**src/rtl/matrix_pkg.sv**
```systemverilog
// Shared types and constants for the 2x2 matrix operand loader.
package matrix_pkg;

    localparam int ELEM_W = 9;
    localparam int N_ELEM = 4;
    localparam int MAT_W  = ELEM_W * N_ELEM;

    // Element count value meaning "operand complete"
    localparam logic [2:0] CNT_FULL = 3'd4;

    typedef enum logic [1:0] {
        LOAD_A = 2'd0,
        LOAD_B = 2'd1,
        CALC   = 2'd2
    } loader_state_t;

    // Element index shown to the user: the count itself, pinned to 3 once full
    function automatic logic [1:0] idx_of_cnt(input logic [2:0] cnt);
        logic [1:0] idx;
        if (cnt == CNT_FULL) begin
            idx = 2'd3;
        end else begin
            idx = cnt[1:0];
        end
        return idx;
    endfunction

endpackage

```
**src/rtl/matrix_loader_if.sv**
```systemverilog
// Handshake and operand bus between the key front end, the loader and the
// calculation unit. Signal names match the loader's external contract.
interface matrix_loader_if;
    import matrix_pkg::*;

    logic [ELEM_W-1:0] keycode;
    logic              store_dig;
    logic              enter;
    logic              result_ready;
    logic              calc_done;
    logic [MAT_W-1:0]  mat_a;
    logic [MAT_W-1:0]  mat_b;
    logic [1:0]        elem_idx;
    logic              operand_sel;
    logic              calc_start;
    logic              busy;
    logic              err;

    // Driver side (key encoder / calc unit as seen from outside the loader)
    modport master (
        output keycode, store_dig, enter, result_ready, calc_done,
        input  mat_a, mat_b, elem_idx, operand_sel, calc_start, busy, err
    );

    // Loader side
    modport slave (
        input  keycode, store_dig, enter, result_ready, calc_done,
        output mat_a, mat_b, elem_idx, operand_sel, calc_start, busy, err
    );
endinterface

```
**src/rtl/matrix_reg_bank.sv**
```systemverilog
// 4 x 9-bit element store with indexed write and synchronous clear.
// Element k appears at data_o[9k+8:9k].
module matrix_reg_bank
    import matrix_pkg::*;
(
    input  logic              clk,
    input  logic              clr_i,
    input  logic              we_i,
    input  logic [1:0]        idx_i,
    input  logic [ELEM_W-1:0] wdata_i,
    output logic [MAT_W-1:0]  data_o
);

    logic [ELEM_W-1:0] mem_q [N_ELEM];

    // Element storage: clear wins, otherwise write the addressed element
    always_ff @(posedge clk) begin
        if (clr_i) begin
            for (int k = 0; k < N_ELEM; k++) begin
                mem_q[k] <= '0;
            end
        end else if (we_i) begin
            mem_q[idx_i] <= wdata_i;
        end
    end

    // Flatten the element array into the row-major bus layout
    always_comb begin
        data_o = '0;
        for (int k = 0; k < N_ELEM; k++) begin
            data_o[k*ELEM_W +: ELEM_W] = mem_q[k];
        end
    end

endmodule

```
**src/rtl/matrix_loader.sv**
```systemverilog
// Matrix operand loader: collects two 2x2 operands element by element from
// key pulses, then hands them to the calculation unit and waits for it.
// Optional build macro: MATRIX_LOADER_OVERWRITE_EN -- a store on a full
// operand wraps and overwrites element 0 instead of being rejected.
module matrix_loader
    import matrix_pkg::*;
(
    input  logic            clk,
    input  logic            rst,
    matrix_loader_if.slave  bus
);

    loader_state_t state_q, state_d;
    logic [2:0]    cnt_q, cnt_d;
    logic          err_q, err_d;
    logic          calc_start_q;
    logic          busy_q;
    logic          operand_sel_q;
    logic [1:0]    elem_idx_q;

    logic          we_a_s;
    logic          we_b_s;
    logic [1:0]    widx_s;

    // Next-state decode; store_dig outranks enter, which outranks result_ready
    always_comb begin
        state_d = state_q;
        cnt_d   = cnt_q;
        err_d   = 1'b0;
        we_a_s  = 1'b0;
        we_b_s  = 1'b0;
        widx_s  = cnt_q[1:0];
        case (state_q)
            LOAD_A, LOAD_B: begin
                if (bus.store_dig) begin
                    if (cnt_q != CNT_FULL) begin
                        we_a_s = (state_q == LOAD_A);
                        we_b_s = (state_q == LOAD_B);
                        cnt_d  = cnt_q + 3'd1;
                    end else begin
`ifdef MATRIX_LOADER_OVERWRITE_EN
                        we_a_s = (state_q == LOAD_A);
                        we_b_s = (state_q == LOAD_B);
                        widx_s = 2'd0;
                        cnt_d  = 3'd1;
`else
                        err_d  = 1'b1;
`endif
                    end
                end else if (bus.enter) begin
                    if ((state_q == LOAD_A) && (cnt_q == CNT_FULL)) begin
                        state_d = LOAD_B;
                        cnt_d   = 3'd0;
                    end else begin
                        err_d   = 1'b1;
                    end
                end else if (bus.result_ready) begin
                    if ((state_q == LOAD_B) && (cnt_q == CNT_FULL)) begin
                        state_d = CALC;
                    end else begin
                        err_d   = 1'b1;
                    end
                end else begin
                    state_d = state_q;
                end
            end
            CALC: begin
                if (bus.calc_done) begin
                    state_d = LOAD_A;
                    cnt_d   = 3'd0;
                end else begin
                    state_d = CALC;
                end
            end
            default: begin
                state_d = LOAD_A;
                cnt_d   = 3'd0;
            end
        endcase
    end

    // State, count and all status outputs registered from the decoded next state
    always_ff @(posedge clk) begin
        if (rst) begin
            state_q       <= LOAD_A;
            cnt_q         <= 3'd0;
            err_q         <= 1'b0;
            calc_start_q  <= 1'b0;
            busy_q        <= 1'b0;
            operand_sel_q <= 1'b0;
            elem_idx_q    <= 2'd0;
        end else begin
            state_q       <= state_d;
            cnt_q         <= cnt_d;
            err_q         <= err_d;
            calc_start_q  <= (state_d == CALC) && (state_q != CALC);
            busy_q        <= (state_d == CALC);
            operand_sel_q <= (state_d == LOAD_B);
            elem_idx_q    <= idx_of_cnt(cnt_d);
        end
    end

    matrix_reg_bank u_bank_a (
        .clk     (clk),
        .clr_i   (rst),
        .we_i    (we_a_s),
        .idx_i   (widx_s),
        .wdata_i (bus.keycode),
        .data_o  (bus.mat_a)
    );

    matrix_reg_bank u_bank_b (
        .clk     (clk),
        .clr_i   (rst),
        .we_i    (we_b_s),
        .idx_i   (widx_s),
        .wdata_i (bus.keycode),
        .data_o  (bus.mat_b)
    );

    assign bus.err         = err_q;
    assign bus.calc_start  = calc_start_q;
    assign bus.busy        = busy_q;
    assign bus.operand_sel = operand_sel_q;
    assign bus.elem_idx    = elem_idx_q;

endmodule

```
**src/flat_wrapper.sv**
```systemverilog
// flat-port wrapper written by rule: the top's interface ports become plain ports
module matrix_loader_flat import matrix_pkg::*;
  (clk, rst, bus_keycode, bus_store_dig, bus_enter, bus_result_ready, bus_calc_done, bus_mat_a, bus_mat_b, bus_elem_idx, bus_operand_sel, bus_calc_start, bus_busy, bus_err);
  matrix_loader_if bus_i ();
  input  logic clk;
  input  logic rst;
  input wire logic [$bits(bus_i.keycode)-1:0] bus_keycode;
  input wire logic [$bits(bus_i.store_dig)-1:0] bus_store_dig;
  input wire logic [$bits(bus_i.enter)-1:0] bus_enter;
  input wire logic [$bits(bus_i.result_ready)-1:0] bus_result_ready;
  input wire logic [$bits(bus_i.calc_done)-1:0] bus_calc_done;
  output wire logic [$bits(bus_i.mat_a)-1:0] bus_mat_a;
  output wire logic [$bits(bus_i.mat_b)-1:0] bus_mat_b;
  output wire logic [$bits(bus_i.elem_idx)-1:0] bus_elem_idx;
  output wire logic [$bits(bus_i.operand_sel)-1:0] bus_operand_sel;
  output wire logic [$bits(bus_i.calc_start)-1:0] bus_calc_start;
  output wire logic [$bits(bus_i.busy)-1:0] bus_busy;
  output wire logic [$bits(bus_i.err)-1:0] bus_err;
  assign bus_i.keycode = bus_keycode;
  assign bus_i.store_dig = bus_store_dig;
  assign bus_i.enter = bus_enter;
  assign bus_i.result_ready = bus_result_ready;
  assign bus_i.calc_done = bus_calc_done;
  assign bus_mat_a = bus_i.mat_a;
  assign bus_mat_b = bus_i.mat_b;
  assign bus_elem_idx = bus_i.elem_idx;
  assign bus_operand_sel = bus_i.operand_sel;
  assign bus_calc_start = bus_i.calc_start;
  assign bus_busy = bus_i.busy;
  assign bus_err = bus_i.err;
  matrix_loader u_core (.clk(clk), .rst(rst), .bus(bus_i));
endmodule
```
**config.mk**
```make
export PLATFORM = sky130hd
export DESIGN_NAME = matrix_loader_flat
export DESIGN_NICKNAME = d
export VERILOG_FILES = /design/src/rtl/matrix_pkg.sv /design/src/rtl/matrix_loader_if.sv /design/src/rtl/matrix_reg_bank.sv /design/src/rtl/matrix_loader.sv /design/src/flat_wrapper.sv
export SDC_FILE = /design/constraint.sdc
export NUM_CORES = 1
export LEC_CHECK = 0
export CORE_UTILIZATION = 48
export DETAILED_ROUTE_END_ITERATION = 6
export GPL_TIMING_DRIVEN = 0
export HOLD_SLACK_MARGIN = 0.15
export PLACE_DENSITY = 0.83
export SYNTH_ARGS = -nofsm -noshare
export SYNTH_HDL_FRONTEND = slang
export SYNTH_SLANG_ARGS = --single-unit
```
**constraint.sdc**
```tcl
create_clock -name clk -period 3.02 [get_ports clk]
set_input_delay 0.604 -clock clk [delete_from_list [all_inputs] [get_ports clk]]
set_output_delay 0.604 -clock clk [all_outputs]
set_load 0.02 [all_outputs]
```
==> summary.md <==
| Metric | Value |
|---|---|
| Status | finished clean |
| Final setup vio count | 0 |
| Final Instance Count excl. Fillers | around 440 |
| Synth Register Bits | a little over 80 |
| Combinational Power Share | a little over an eighth |
| Post-Synthesis Cells | 242 |
| Critical Path End Type | register |
| Pin count of the biggest net entering global routing | 15 |
| RSZ-0062 raised after global routing | false |
| I/O pin cnt | just over 90 |
| CP Depth | 7 |
| Crit-path slowest cell | o21bai_2 |
| Layout net count | roughly 360 |
| Row cnt | 30 |
| Via count | 2313 |
| Top-count cell post-synth | edfxtp_1 |
| Hold path cells | 2 |
| Net Count, Synth | approximately 260 |
| Clk sinks | 83 |
| Clock power frac | 36.1% |
| Crit-path max FO | 10 |
| Pins Over Slew Limit | 0 |
| WS Path Type | register to register |
| Initial antenna violation count | 0 |
| First-pass GRT wire length | ~12000 um |
| Reg2reg path depth | 7 |
| Slew @ Worst Pin | between 0.5 and 0.6 ns |
| Die width | around 86 um |
| Post-CTS Resized | 0 |
| Fillcell total | 492 |
| Placed wire-length estimate | ~5200 um |
| Post-DRT Antenna Nets | 0 |
| Leak Pwr | about 0.0018 uW |
| CP arrival | 2.73 ns |
| Number of global-route vias before repair | approximately 2200 |
| Synth unique cells | 38 |
| GR Overflow Total | 0 |
| Post-synth top flop | edfxtp_1 |
| Synthesized area | between 3000 and 4000 um^2 |
| Die area | roughly 7400 um^2 |
| Required @ worst endpoint | about 3 ns |
| Die H | between 80 and 90 um |
| Worst path bufs/invs | 2 |
| Root Buffer | clkbuf_8 |
| TritonCTS clock tree | done |
| Synth area leader | edfxtp_1 |
| Final WL | between 7000 and 8000 um |
| Residual DRC | 0 |
| Critical path's top delay family | simple AND/OR/NAND/NOR gates |
| Clock Pin Slew Worst Setup and Hold Paths | roughly 0.080 ns |
| Synth warn | 0 |
| TritonRoute pass-1 iters | 5 |
| Internal power | roughly 2000 uW |
| P_sw | ~620 uW |
| Layout area overhead | 38.1% |
| Switch share | between 20% and 30% |
| Critical path cell sequence | clkbuf_1 > inv_1 > ha_1 > and2_1 > nor3_2 > nand3_1 > o21bai_2 |
| P per Cell Area | between 500 and 600 nW/um^2 |
| Part of the power in registers | around half |
| Initial DRC count | between 200 and 250 |
| Post-synth ARST share | 0% |
| Post-Syn Area per Cell | between 10 and 15 um^2 |
| CP max stage delay | between 0.4 and 0.5 ns |
| Htree depth | 3 |
| Setup bufs post-CTS | 0 |
| Max-cap viol count | 0 |
| Number of vias per cell | between 5 and 6 |
| Synth area leaders | edfxtp_1 (64%), and2_1 (12%), dfxtp_1 (6.5%) |
| Initial core utilization | approximately 50% |
| Top cell type's share of synthesized area | roughly 64% |
| Fmax | 365 MHz |
| Total CTS buffers | 9 |
| Setup Skew | approximately 0.01 ns |
| Final Hold Fails | 0 |
| Share of cells above drive strength 1 | about 8.9% |
| Port Buffers | approximately 90 |
| VDD IR max | 276 uV |
| Sequential share of the synthesized area | a little over two thirds |
| EDFF count, synth | between 70 and 80 |
| Tmin final | 2.74 ns |
| Period utilisation layout | 90.8% |
| Slew headroom | 62.5% |
| Gp weighted congestion | between 0.9 and 1 |
| Clock latency on the worst-skew pair | 0.35 ns |
| Core area | around 6800 um^2 |
| Setup Total Neg Slack | 0 ns |
| CP Launch Type | register |
| CTS Buffer Depth | 2 |
| Average wire per cell in the routed design | 17.5 um |
| Placed Cells | ~430 |
| Most frequent cells after synthesis | edfxtp_1 (72), and2_1 (65), dfxtp_1 (11), nor2_1 (11), and3_1 (9) |
| Min-delay worst type | register to register |
| Number of diodes | 0 |
| Hold-fix buffers at CTS | 0 |
| GRT Util Overall | between 20 and 25% |
[cell families (layout without fill, tap and decap cells)]
kind of cell             Yosys count  after routing  synth area share, %
buffers and inverters             16            122                 1.97
flip-flops                        83             83                 70.7
AO/OA/AOI/OAI                     24             24                 5.05
adder cells (fa/ha/maj)            2              2                0.743
multiplexers                       1              1                0.297
XOR/XNOR                           1              1                0.260
AND/OR/NAND/NOR                  115            115                 21.0
[placed cells by master, fill, tap and decap left out, types with 2 or more instances in the layout]
cell type,count
clkdlybuf4s50_1,91
edfxtp_1,72
and2_1,65
nor2_1,11
dfxtp_1,11
and3_1,9
clkbuf_8,9
clkbuf_1,6
nand2_1,6
inv_1,5
buf_2,5
a21oi_1,5
or2_2,4
nor3_2,3
or3b_1,3
nor3_1,3
bufinv_16,3
nand3_1,2
o21bai_2,2
nand4b_1,2
nand2b_1,2
o22ai_1,2
and4b_1,2
a211oi_1,2
o21ai_0,2
a32oi_1,2
ha_1,2
clkinv_4,2
[per-stage QoR]
stage          total power, uW  hold slack (ns)  cell area (um^2)  worst slack (ns)  util, %
6_report                  2630            0.708              4650             0.278     68.5
5_1_grt                   2700            0.767              4650            0.0238     68.5
4_1_cts                   2630            0.696              4640             0.102     68.3
3_5_place_dp              1700            0.675              4400            0.0743     64.8
3_3_place_gp              1690            0.680              4400             0.117     64.8
2_1_floorplan             1530            0.621              3370             0.658        -
[worst min-delay path, delay by kind of cell (launching register included)]
kind,cells,cell delay [ns]
simple gates,2,0.26
flops,1,0.41
[routing by layer]
layer / GRT usage [%] / share of wire (%) / up-vias / wire [um]
met5: 0 / 0 / - / 0
met4: 13.2 / 2.6 / 0 / 204
met3: 4.62 / 5.6 / 16 / 431
met2: 35.8 / 49 / 108 / 3820
met1: 28.0 / 43 / 1118 / 3300
li1: - / - / 1071 / -
[worst paths after layout]
path,from,end,slack [ns]
worst min register to register,u_core.state_q[1]$_SDFF_PP0_,u_core.bus.err$_SDFF_PP0_,0.71
worst max register to register,u_core.cnt_q[1]$_SDFF_PP0_,u_core.u_bank_a.mem_q[3][7]$_DFFE_PP_,0.28
worst min-delay path,u_core.state_q[1]$_SDFF_PP0_,u_core.bus.err$_SDFF_PP0_,0.71
worst max-delay path,u_core.cnt_q[1]$_SDFF_PP0_,u_core.u_bank_a.mem_q[3][7]$_DFFE_PP_,0.28
[power groups by stage]
stage | combinational, uW | clock [uW] | sequential, uW
after CTS | 343 | 953 | 1330
after detailed placement | 342 | 0 | 1360
after global routing | 366 | 997 | 1340
after global placement | 335 | 0 | 1360
after floorplan | 99.6 | 0 | 1430
final | 344 | 948 | 1330
[layout make-up]
class                           instances  area (um^2)  area share, %
Buffer                                 11         47.5           1.02
Clock buffer                            9          124           2.66
Clock inverter                          6          115           2.48
Inverter                                5         18.8          0.404
Multi-Input combinational cell        143          932           20.0
Sequential cell                        83         2380           51.2
Tap cell                               96          120           2.58
Timing Repair Buffer                   91          911           19.6
[sequential cells by signal, summed over array words and instances (netlist names)]
register	flops
u_core.u_bank_a.mem_q	36
u_core.u_bank_b.mem_q	36
u_core.cnt_q	3
u_core.bus.elem_idx	2
u_core.state_q	2
u_core.bus.busy	1
u_core.bus.calc_start	1
u_core.bus.err	1
u_core.bus.operand_sel	1
No activity file was read; power rests on OpenSTA's default activity.
